`config.mk`:
```
export PLATFORM = sky130hd
export DESIGN_NAME = seq_detector_prog
export DESIGN_NICKNAME = d
export VERILOG_FILES = /design/src/rtl/seq_detector_prog.sv
export SDC_FILE = /design/constraint.sdc
export NUM_CORES = 1
export LEC_CHECK = 0
export BUFFER_PORTS_ARGS = -buffer_cell sky130_fd_sc_hd__buf_2
export CAP_MARGIN = 20
export CORE_MARGIN = 5
export CORE_UTILIZATION = 55
export DETAILED_ROUTE_END_ITERATION = 10
export HOLD_SLACK_MARGIN = 0.05
export PLACE_DENSITY_LB_ADDON = 0.12
export SYNTH_ARGS = -nofsm -noshare
export SYNTH_HDL_FRONTEND = slang
export SYNTH_SLANG_ARGS = --single-unit
```
`constraint.sdc`:
```
create_clock -name clock -period 2.8 [get_ports clock]
set_input_delay 0.56 -clock clock [delete_from_list [all_inputs] [get_ports clock]]
set_output_delay 0.56 -clock clock [all_outputs]
set_load 0.01 [all_outputs]
```
`src/rtl/seq_detector_prog.sv`:
```
// seq_detector_prog: programmable serial pattern detector (1..MAX_LEN bits).
// Runtime pattern/length load, runtime overlap select, registered match pulse.
// Optional feature macro SEQDET_COUNT_EN adds a saturating match_count output.
module seq_detector_prog #(
  parameter int                 MAX_LEN         = 8,
  parameter int                 CNT_W           = 8,
  parameter logic [MAX_LEN-1:0] DEFAULT_PATTERN = 8'b0000_1011,
  parameter int                 DEFAULT_LEN     = 4
) (
  input  logic                           clock,
  input  logic                           reset,
  input  logic                           sequence_in,
  input  logic                           in_valid,
  input  logic                           cfg_load,
  input  logic [MAX_LEN-1:0]             cfg_pattern,
  input  logic [$clog2(MAX_LEN+1)-1:0]   cfg_len,
  input  logic                           overlap_en,
  output logic                           detector_out
`ifdef SEQDET_COUNT_EN
  ,
  output logic [CNT_W-1:0]               match_count
`endif
);

  localparam int LW = $clog2(MAX_LEN+1);
  localparam logic [LW-1:0] MAX_L   = LW'(MAX_LEN);
  localparam logic [LW-1:0] RST_LEN = LW'((DEFAULT_LEN > MAX_LEN) ? MAX_LEN : DEFAULT_LEN);

  typedef enum logic [1:0] {IDLE, FILL, HUNT} state_t;

  logic [MAX_LEN-1:0] pat_q, pat_d;
  logic [LW-1:0]      len_q, len_d;
  logic [MAX_LEN-1:0] hist_q, hist_d;
  logic [LW-1:0]      fill_q, fill_d;
  logic               det_d;
  logic [LW:0]        fill_inc;
  logic [MAX_LEN-1:0] mask;
  logic [MAX_LEN-1:0] cand;
  logic               hit;
  state_t             state;

  // State is a view of the length/fill registers rather than separate flops.
  always_comb begin
    fill_inc = {1'b0, fill_q} + (LW+1)'(1);
    state    = HUNT;
    if (len_q == '0)
      state = IDLE;
    else if (fill_inc < {1'b0, len_q})
      state = FILL;
  end

  // Compare only the low len_q bits of the history plus the incoming bit.
  always_comb begin
    mask = '0;
    for (int i = 0; i < MAX_LEN; i++)
      mask[i] = (LW'(i) < len_q);
    cand = {hist_q[MAX_LEN-2:0], sequence_in};
    hit  = (state == HUNT) && ((cand & mask) == (pat_q & mask));
  end

  // Next-state: config load wins over a bit offered on the same edge.
  always_comb begin
    pat_d  = pat_q;
    len_d  = len_q;
    hist_d = hist_q;
    fill_d = fill_q;
    det_d  = 1'b0;
    if (cfg_load) begin
      pat_d  = cfg_pattern;
      len_d  = (cfg_len > MAX_L) ? MAX_L : cfg_len;
      hist_d = '0;
      fill_d = '0;
    end else if (in_valid) begin
      hist_d = cand;
      det_d  = hit;
      if (hit && !overlap_en)
        fill_d = '0;  // non-overlap: next match needs len_q fresh bits
      else if (fill_inc >= {1'b0, len_q})
        fill_d = len_q;
      else
        fill_d = fill_inc[LW-1:0];
    end
  end

  // Configuration, history and match-pulse registers.
  always_ff @(posedge clock or posedge reset) begin
    if (reset) begin
      pat_q        <= DEFAULT_PATTERN;
      len_q        <= RST_LEN;
      hist_q       <= '0;
      fill_q       <= '0;
      detector_out <= 1'b0;
    end else begin
      pat_q        <= pat_d;
      len_q        <= len_d;
      hist_q       <= hist_d;
      fill_q       <= fill_d;
      detector_out <= det_d;
    end
  end

`ifdef SEQDET_COUNT_EN
  logic [CNT_W-1:0] cnt_q;

  // Saturating match counter, cleared by reset or a config load.
  always_ff @(posedge clock or posedge reset) begin
    if (reset)
      cnt_q <= '0;
    else if (cfg_load)
      cnt_q <= '0;
    else if (in_valid && hit && (cnt_q != '1))
      cnt_q <= cnt_q + CNT_W'(1);
  end

  assign match_count = cnt_q;
`else
  // Without the counter CNT_W sizes nothing; keep it referenced.
  if (CNT_W > 0) begin : g_cnt_w_unused
  end
`endif

endmodule

```
# --- Word level (Yosys, flattened, before mapping) ---
# Cells that the tools add are included.
word_totals:
  reg_bits: 24
  output_inout_bits: 1
op_classes:
  add_sub_neg: 1
  magnitude_cmp: 11
  eq_ne: 2
  muxes: 11
  n_bitwise: 2
  reduce_logical: 5
ops:
  columns: ["operator", "count"]
  rows:
  - ["$mux 4", 5]
  - ["$and 8x8->8", 2]
  - ["$lt 3x4->1 const A", 4]
  - ["$mux 7", 2]
  - ["$eq 8x8->1", 1]
  - ["$lt 1x4->1 const A", 2]
  - ["$lt 2x4->1 const A", 2]
  - ["$add 4x1->5 const B", 1]
  - ["$ge 5x4->1", 1]
  - ["$lt 5x4->1", 1]
  - ["$gt 4x4->1 const B", 1]
  - ["$logic_not 4->1", 1]
  - ["$mux 2", 2]
  - ["$eq 2x2->1 const B", 1]
  - ["$logic_and 1x1->1", 2]
  - ["$mux 1", 2]
  - ["$reduce_bool 2->1", 1]
  - ["$logic_not 1->1", 1]

# --- Longest topological paths before layout ---
# Gate-level depths: netlist (run 1).
depth:
  word_depth: 10
  mapped_depth: 9
  depth_no_buf: 9

# --- Least setup slack after synthesis (run 1) ---
# Ideal clock, no wire load.
synth_timing:
  path_kind: "register to register"
  from: "register fill_q[0]"
  to: "register fill_q[3]"
  setup_time_ps: 121
  t_arrival_ps: 2119
  path_slack_ps: 561
  stages_incl_launch_ff: 9
  synth_period_minus_slack_ps: 2239
  cell_sequence: "dfrtp_1 ha_1 xor2_1 ha_1 nand3_1 or3_1 a21o_1 o31a_1 a22o_1"
synth_via:
  elab_chain_len: 10
synth_lines:
  columns: ["element", "line_no", "source"]
  rows:
  - ["start: declaration", "34", "logic [LW-1:0] fill_q, fill_d;"]
  - ["start signal: assignment", "97", "fill_q <= fill_d;"]
  - ["$add 4x1->5 (*)", "44", "fill_inc = {1'b0, fill_q} + (LW+1)'(1);"]
  - ["$lt 5x4->1", "48", "else if (fill_inc < {1'b0, len_q})"]
  - ["$mux 2", "48", null]
  - ["$mux 2", "46", "if (len_q == '0)"]
  - ["$eq 2x2->1", "58", "hit = (state == HUNT) && ((cand & mask) == (pat_q & mask));"]
  - ["$logic_and 1x1->1", "58", null]
  - ["$logic_and 1x1->1", "76", "if (hit && !overlap_en)"]
  - ["$mux 4 (*)", "76", null]
  - ["$mux 4 (*)", "73", "end else if (in_valid) begin"]
  - ["$mux 4 (*)", "68", "if (cfg_load) begin"]
# Mark *: on every way between the ends. The rest lies on a longest branch, timed or not. The select of a mux whose other input is x is not followed.
# A chain may end at the register's enable or synchronous reset.

# --- Final worst setup path (run 1) ---
layout_timing:
  from: "register fill_q[0]"
  to: "register fill_q[1]"
# Same word-level chain as after synthesis.

==> results of run 1 <==
==> final timing paths <==
kind                       cells after the start             startpoint               endpoint
setup / recovery                               8  fill_q[0]$_DFFE_PP0P_  fill_q[1]$_DFFE_PP0P_
max in group asynchronous                      2                  reset   pat_q[6]$_DFFE_PP0P_
hold / removal                                 2                  reset  fill_q[1]$_DFFE_PP0P_
hold reg to reg                                1   pat_q[7]$_DFFE_PP0P_   pat_q[7]$_DFFE_PP0P_
setup reg to reg                               8  fill_q[0]$_DFFE_PP0P_  fill_q[1]$_DFFE_PP0P_
min in group clock                             2             cfg_len[3]   len_q[2]$_DFFE_PP1P_
==> state kept, by name, indices dropped and copies added, names as in the netlist <==
name / flops
detector_out: 1
fill_q: 4
hist_q: 7
len_q: 4
pat_q: 8
==> where the power goes <==
part           total, uW  switching, uW  internal, uW
logic                213            113           100
clock network        185            105          79.5
registers            409           30.1           378
==> per-stage QoR <==
| step | util [%] | power (uW) | worst slack [ns] |
|---|---|---|---|
| finish | 64.3 | 807 | 0.368 |
| global route | 64.3 | 858 | 0.251 |
| CTS | 64.3 | 817 | 0.378 |
| detailed placement | 62.7 | 627 | 0.409 |
| global placement | 62.7 | 616 | 0.466 |
| floorplan | - | 572 | 0.561 |
==> synth_stat cells (2+ instances only) <==
| cell | instances |
|---|---|
| a21o_1 | 3 |
| a22o_1 | 3 |
| a31oi_1 | 2 |
| clkbuf_1 | 4 |
| dfrtp_1 | 20 |
| dfstp_2 | 4 |
| ha_1 | 5 |
| inv_1 | 5 |
| mux2_2 | 8 |
| mux2i_1 | 8 |
| nand2_1 | 11 |
| nand2b_1 | 3 |
| nand3_1 | 2 |
| nor2_1 | 10 |
| nor2b_1 | 2 |
| nor3_1 | 2 |
| o21ai_0 | 6 |
| o22ai_1 | 3 |
| o31a_1 | 2 |
| xnor2_1 | 6 |
| xor2_1 | 4 |
==> per-layer routing <==
layer / up-vias / track usage, % / part of all wire, %
met1: 460 / 18.9 / 44
li1: 468 / - / -
met4: 0 / 7.62 / 2.1
met3: 8 / 2.85 / 3.4
met5: - / 0 / 0
met2: 17 / 29.0 / 50
==> cells by family after synthesis <==
family	Yosys count	share of synthesized area (%)
XOR/XNOR	10	6.79
buffers and inverters	9	2.62
multiplexers	16	13.2
flip-flops	24	46.9
AO/OA/AOI/OAI	24	13.0
adder cells (fa/ha/maj)	5	4.85
AND/OR/NAND/NOR	34	12.6
==> final cells by class <==
| cell class | instances | area share [%] |
|---|---|---|
| multi-input combinational | 89 | 45.3 |
| clock buffer | 4 | 2.53 |
| sequential | 24 | 42.2 |
| timing repair buffer | 18 | 6.27 |
| tap | 28 | 2.44 |
| inverter | 5 | 1.31 |
==> flow_summary.json, run 1 <==
{
  "yosysSeqAreaShare_pct": 46.9,
  "nets": 164,
  "multi_input_area_um2": 651,
  "routed_wl_mm": 2.50,
  "dpl.cell_count": 164,
  "rows": 17,
  "layout_common_cells": "20 x dfrtp_1, 18 x buf_2, 11 x nand2_1",
  "max_slew.worst_pin.slew_ns": 0.903,
  "synth_flop_cell": "dfrtp_1",
  "antenna_found_initial": 0,
  "dieArea_um2": 3410,
  "end_kind": "flip-flop",
  "num_vias": 953,
  "yosys.area.top_type": "dfrtp_1",
  "critPathBufInv": 0,
  "powerDensity_nw_per_um2": 562,
  "finalNonFillerCells": 168,
  "fin_skew_ns": 0.00329,
  "grt_pass1_wl_mm": 4.35,
  "drc_errors": 0,
  "io_buffers": 18,
  "synth_cells": 122,
  "required_ns": 3.02,
  "cp_max_fo": 8,
  "syn-num-nets": 145,
  "hold_slack_ns": 0.414,
  "wl_per_cell_um": 14.9,
  "path_clk_slew_ns": 0.13,
  "postCtsHoldBufs": 0,
  "setup_tns_ns": 0,
  "ir_drop_uv": 400,
  "yosysTopAreaCellShare_pct": 38.8,
  "yosys_warnings": 0,
  "relSlewSlack_pct": 39.8,
  "insertion_delay_ns": 0.32,
  "drive_gt1_share_pct": 25.7,
  "htree_levels": 1,
  "grt_pass1_vias": 1008,
  "drtIter0Drc": 14,
  "cpLargestDelayFamily": "compound AO/OA/AOI/OAI gates",
  "status": "complete, no violations",
  "hp-class": "input port to async pin",
  "critPathLaunchType": "flip-flop",
  "io_pins": 19,
  "finalInstanceArea_um2": 1440,
  "synth_edf_count": 0,
  "ys_async_sr_fraction_pct": 100,
  "start_util_pct": 57.8,
  "via_per_inst": 5.67,
  "ctsResizeCount": 0,
  "numCtsBuffers": 3,
  "period_minus_slack_ns": 2.43,
  "syn_avg_cell_area_um2": 10.6,
  "r2r_setup_slack_ns": 0.37,
  "fill_cells": 200,
  "seq_area_um2": 606,
  "synth_seq_cells": 24,
  "cts.sinks": 24,
  "fp.dieH_um": 58.4,
  "critPathSlowestCell": "dfrtp_1",
  "drtAntennaViolNets": 0,
  "path_class": "flip-flop to flip-flop",
  "syn-cell-area_um2": 1290,
  "cap_violations": 0,
  "gp_congestion": 0.768,
  "cts_tree": "done",
  "post_cts_buffers": 0,
  "path_common_cell": "ha_1",
  "critical_path_arrival_ns": 2.65,
  "diodes": 0,
  "crit_chain": "ha_1 > xor2_1 > ha_1 > a21o_1 > a211oi_2 > o31a_1 > o21ai_0 > a22o_1",
  "ys_types": 30,
  "slowest_delay_ns": 0.46,
  "leakage_uw": 0.000701,
  "coreArea_um2": 2230,
  "hold_violations": 0,
  "root_buffer": "clkbuf_4",
  "grtUsageTotal_pct": 16.3,
  "first_pass_iters": 4,
  "dp_hpwl_mm": 1.87,
  "fmax_mhz": 411,
  "area_delta_synth_final_pct": 11.3,
  "grt_overflow_total": 0,
  "die_x_um": 58.4,
  "grt_start_max_net_pins": 26,
  "clock_path_buffers": 2,
  "synth_area_leaders": "dfrtp_1 39%, dfstp_2 8.1%, mux2_2 7.0%, mux2i_1 6.2%, ha_1 4.8%",
  "setup_viol": 0,
  "slew_violations": 0,
  "rsz0062_at_grt": "false",
  "place_area_um2": 1400,
  "post-route-period-util_pct": 86.9,
  "final_common_cell": "dfrtp_1"
}
No activity file was read; power rests on OpenSTA's default activity.
==> inputs of run 2 (changes only) <==
Settings changed: CORE_UTILIZATION 55 to 46.
==> run 2 against run 1 <==
Against the previous run:
- power fell by 1.1%
- critical path depth stayed put
- global-route usage is 3.2 points lower
- register-to-register slack about the same
- worst hold slack improved by 0.020 ns
- largest power group unchanged
==> flow_summary.json, run 2 (synthesis gave the netlist of run 1 again) <==
{
  "via_per_inst": 5.45,
  "powerDensity_nw_per_um2": 554,
  "max_slew.worst_pin.slew_ns": 0.924,
  "start_util_pct": 47.6,
  "reg2reg_from": "fill_q[0]$_DFFE_PP0P_",
  "slowest_delay_ns": 0.45,
  "crit_chain": "ha_1 > xor2_1 > ha_1 > a21o_1 > a211oi_2 > o31a_1 > o21ai_0 > a22o_1",
  "wl_per_cell_um": 14.3,
  "fmax_mhz": 410,
  "cap_violations": 0,
  "insertion_delay_ns": 0.31,
  "dp_hpwl_mm": 1.79,
  "reg_top3": "pat_q: 8 flops, hist_q: 7 flops",
  "coreArea_um2": 2710,
  "ctsResizeCount": 0,
  "first_pass_iters": 4,
  "grt_pass1_wl_mm": 4.22,
  "place_ws_ns": 0.412,
  "routed_wl_mm": 2.44,
  "grtUsageTotal_pct": 13.2,
  "r2r_setup_slack_ns": 0.36,
  "rsz0062_at_grt": "false",
  "fp.dieH_um": 63.0,
  "io_pins": 19,
  "required_ns": 3.00,
  "hold_violations": 0,
  "layout_common_cells": "20 x dfrtp_1, 18 x buf_2, 11 x nand2_1",
  "status": "complete, no violations",
  "rows": 19,
  "grt_overflow_total": 0,
  "clock_path_buffers": 2,
  "cp_max_fo": 8,
  "setup_viol": 0,
  "rr_worst_depth": 8,
  "htree_levels": 1,
  "cts.sinks": 24,
  "largest_register_ff_count": 8,
  "hold_slack_ns": 0.434,
  "end_kind": "flip-flop",
  "slew_violations": 0,
  "post-route-period-util_pct": 87.1,
  "drc_errors": 0,
  "num_vias": 932,
  "io_buffers": 18,
  "final_common_cell": "dfrtp_1",
  "grt_start_max_net_pins": 26,
  "fin_skew_ns": 0.00535,
  "critPathLaunchType": "flip-flop",
  "postCtsHoldBufs": 0,
  "relSlewSlack_pct": 38.3,
  "numCtsBuffers": 3,
  "grt_pass1_vias": 931,
  "critical_path_arrival_ns": 2.64,
  "leakage_uw": 0.000701,
  "place_area_um2": 1400,
  "timing.final.ws_setup_ns": 0.361,
  "hp-class": "input port to async pin",
  "area_delta_synth_final_pct": 11.6,
  "post_cts_buffers": 0,
  "critPathSlowestCell": "dfrtp_1",
  "setup_tns_ns": 0,
  "path_clk_slew_ns": 0.13,
  "diodes": 0,
  "antenna_found_initial": 0,
  "path_common_cell": "ha_1",
  "path_class": "flip-flop to flip-flop",
  "finalInstanceArea_um2": 1440,
  "cts_tree": "done",
  "regMostFlops": "pat_q",
  "r2r_end": "fill_q[1]$_DFFE_PP0P_",
  "period_minus_slack_ns": 2.44,
  "ir_drop_uv": 378,
  "die_x_um": 63.0,
  "gp_congestion": 0.836,
  "nets": 164,
  "root_buffer": "clkbuf_4",
  "drtAntennaViolNets": 0,
  "drtIter0Drc": 44,
  "dieArea_um2": 3960,
  "drive_gt1_share_pct": 25.7
}
[run 2: routing by layer]
layer | vias to the layer above | part of all wire, % | GRT usage [%]
li1 | 462 | - | -
met1 | 448 | 46 | 17.1
met2 | 18 | 48 | 20.8
met3 | 4 | 3.8 | 3.24
met4 | 0 | 1.4 | 5.31
met5 | - | 0 | 0
[run 2: cell type report]
class                   instances  area (um^2)
fillers                       262         1270
multi-input cells              89          651
flip-flops and latches         24          606
repair buffers                 18         90.1
well taps                      31         38.8
clock buffers                   4         36.3
inverters                       5         18.8
[run 2: power by group]
part           total, uW  internal, uW  switching (uW)
clock network        178          79.3            98.6
logic                212           101             111
registers            408           378            29.4
[run 2: through the flow]
stage / utilization (%) / power, uW / std cells
floorplan: - / 572 / 122
global placement: 51.8 / 615 / 167
detailed placement: 51.8 / 624 / 167
CTS: 53.1 / 811 / 171
global route: 53.1 / 858 / 171
finish: 53.1 / 798 / 171
[run 2: worst max path at each step]
stage / from / endpoint / slack [ns] / cells past startpoint
3_5_place_dp: fill_q[0]$_DFFE_PP0P_ / fill_q[1]$_DFFE_PP0P_ / 0.41 / 8
5_1_grt: fill_q[0]$_DFFE_PP0P_ / fill_q[1]$_DFFE_PP0P_ / 0.27 / 8
3_3_place_gp: fill_q[0]$_DFFE_PP0P_ / fill_q[1]$_DFFE_PP0P_ / 0.48 / 8
4_1_cts: fill_q[0]$_DFFE_PP0P_ / fill_q[1]$_DFFE_PP0P_ / 0.39 / 8
2_1_floorplan: fill_q[0]$_DFFE_PP0P_ / fill_q[3]$_DFFE_PP0P_ / 0.56 / 8
6_report: fill_q[0]$_DFFE_PP0P_ / fill_q[1]$_DFFE_PP0P_ / 0.36 / 8
[run 2: critical path: cells and delay by family (launching register included)]
kind,cells,cell delay [ns]
AOI/OAI and AO/OA,5,1.17
xor gates and xnor gates,1,0.17
adders and majority gates,2,0.56
DFF,1,0.45
==> inputs of run 3 (changes only) <==
Settings changed: CAP_MARGIN 20 to not set, REMOVE_ABC_BUFFERS set to 1.
==> run 3 against run 2 <==
Against the previous run:
- die area did not move
- register-to-register slack improved by 0.03 ns
- sequential share of layout area rose by 0.29 points
- flip-flop and latch count did not move
==> flow_summary.json, run 3 (synthesis gave the netlist of run 1 again) <==
{
  "swShare_pct": 30.1,
  "coreArea_um2": 2710,
  "root_buffer": "clkbuf_4",
  "antenna_found_initial": 0,
  "ir_drop_uv": 346,
  "wl_per_cell_um": 13.8,
  "required_ns": 3.00,
  "setup_tns_ns": 0,
  "drive_gt1_share_pct": 25.0,
  "place_area_um2": 1400,
  "postCtsHoldBufs": 0,
  "numCtsBuffers": 3,
  "reg2reg_from": "fill_q[0]$_DFFE_PP0P_",
  "die_x_um": 63.0,
  "critical_path_arrival_ns": 2.61,
  "rr_worst_depth": 8,
  "r2r_end": "fill_q[1]$_DFFE_PP0P_",
  "slowest_delay_ns": 0.44,
  "gp_congestion": 0.834,
  "path_common_cell": "ha_1",
  "start_util_pct": 47.6,
  "grt_overflow_total": 0,
  "hp-class": "input port to async pin",
  "cts_tree": "done",
  "combPwrFrac_pct": 27.6,
  "critPathLaunchType": "flip-flop",
  "hold_violations": 0,
  "ctsResizeCount": 0,
  "regMostFlops": "pat_q",
  "grtUsageTotal_pct": 13.0,
  "reg_top3": "pat_q: 8 flops, hist_q: 7 flops",
  "largest_register_ff_count": 8,
  "io_buffers": 18,
  "first_pass_iters": 4,
  "finalInstanceArea_um2": 1430,
  "final_common_cell": "dfrtp_1",
  "seq_power_share_pct": 53.1,
  "fill_cells": 276,
  "end_kind": "flip-flop",
  "cts.sinks": 24,
  "cap_violations": 0,
  "grt_pass1_wl_mm": 4.31,
  "area_delta_synth_final_pct": 10.9,
  "insertion_delay_ns": 0.30,
  "drc_errors": 0,
  "fp.dieH_um": 63.0,
  "nets": 164,
  "clock_path_buffers": 2,
  "drtAntennaViolNets": 0,
  "max_slew.worst_pin.slew_ns": 0.886,
  "p_int_uw": 535,
  "clock_power_share_pct": 19.2,
  "path_clk_slew_ns": 0.12,
  "grt_pass1_vias": 993,
  "dieArea_um2": 3960,
  "rsz0062_at_grt": "false",
  "post-route-period-util_pct": 86.0,
  "slew_violations": 0,
  "htree_levels": 1,
  "via_per_inst": 5.50,
  "dp_hpwl_mm": 1.82,
  "io_pins": 19,
  "switching_power_uw": 230,
  "crit_chain": "ha_1 > xor2_1 > ha_1 > a21o_1 > a211oi_2 > o31a_1 > o21ai_0 > a22o_1",
  "relSlewSlack_pct": 40.9,
  "diodes": 0,
  "fmax_mhz": 415,
  "leakage_uw": 0.000695,
  "post_cts_buffers": 0,
  "fin_skew_ns": 0.00786,
  "r2r_setup_slack_ns": 0.39,
  "routed_wl_mm": 2.35,
  "period_minus_slack_ns": 2.41,
  "rows": 19,
  "num_vias": 940,
  "grt_start_max_net_pins": 26,
  "powerDensity_nw_per_um2": 535,
  "layout_common_cells": "20 x dfrtp_1, 18 x buf_2, 11 x nand2_1",
  "cp_max_fo": 8,
  "path_class": "flip-flop to flip-flop",
  "critPathSlowestCell": "dfrtp_1",
  "setup_viol": 0,
  "status": "complete, no violations",
  "drtIter0Drc": 20
}
==> run 3: worst max path at each step <==
stage                                      from               endpoint  slack (ns)  cells after the start
after floorplan           fill_q[0]$_DFFE_PP0P_  fill_q[3]$_DFFE_PP0P_        0.56                      8
after global placement    fill_q[0]$_DFFE_PP0P_  fill_q[1]$_DFFE_PP0P_        0.48                      8
after detailed placement  fill_q[0]$_DFFE_PP0P_  fill_q[3]$_DFFE_PP0P_        0.44                      8
after CTS                 fill_q[0]$_DFFE_PP0P_  fill_q[3]$_DFFE_PP0P_        0.41                      8
after global routing      fill_q[0]$_DFFE_PP0P_  fill_q[2]$_DFFE_PP0P_        0.24                      9
final                     fill_q[0]$_DFFE_PP0P_  fill_q[1]$_DFFE_PP0P_        0.39                      8
==> run 3: worst max-delay path: cells and delay by family (launching register included) <==
family / cells / cell delay [ns]
AO/OA/AOI/OAI: 5 / 1.14
XOR/XNOR: 1 / 0.17
adder cells (fa/ha/maj): 2 / 0.55
flip-flops: 1 / 0.44
==> run 3: layout make-up <==
cell class	count	area [um^2]	share of cell area, %
inverters	5	18.8	1.31
well taps	31	38.8	2.71
flip-flops and latches	24	606	42.3
multi-input cells	89	651	45.5
clock buffers	4	26.3	1.84
repair buffers	18	90.1	6.30
==> run 3: power groups by stage <==
stage | clock (uW) | combinational, uW | sequential, uW
3_5_place_dp | 0 | 210 | 413
6_report | 147 | 211 | 406
2_1_floorplan | 0 | 159 | 406
3_3_place_gp | 0 | 204 | 412
4_1_cts | 156 | 212 | 407
5_1_grt | 175 | 241 | 411
==> run 3: per-layer routing <==
metal	wire length, um	track usage, %
met1	1090	16.3
met2	1150	22.3
met3	98	2.52
met4	12	3.98
met5	0	0
==> run 3: per-stage QoR <==
step                      worst slack [ns]  utilization (%)  total power (uW)  cells  hold WS (ns)
after CTS                            0.409             52.8               775    171         0.434
final                                0.391             52.8               765    171         0.421
after global routing                 0.243             52.8               827    171         0.421
after detailed placement             0.436             51.8               623    167         0.528
after floorplan                      0.561                -               565    118         0.501
after global placement               0.484             51.8               616    167         0.513
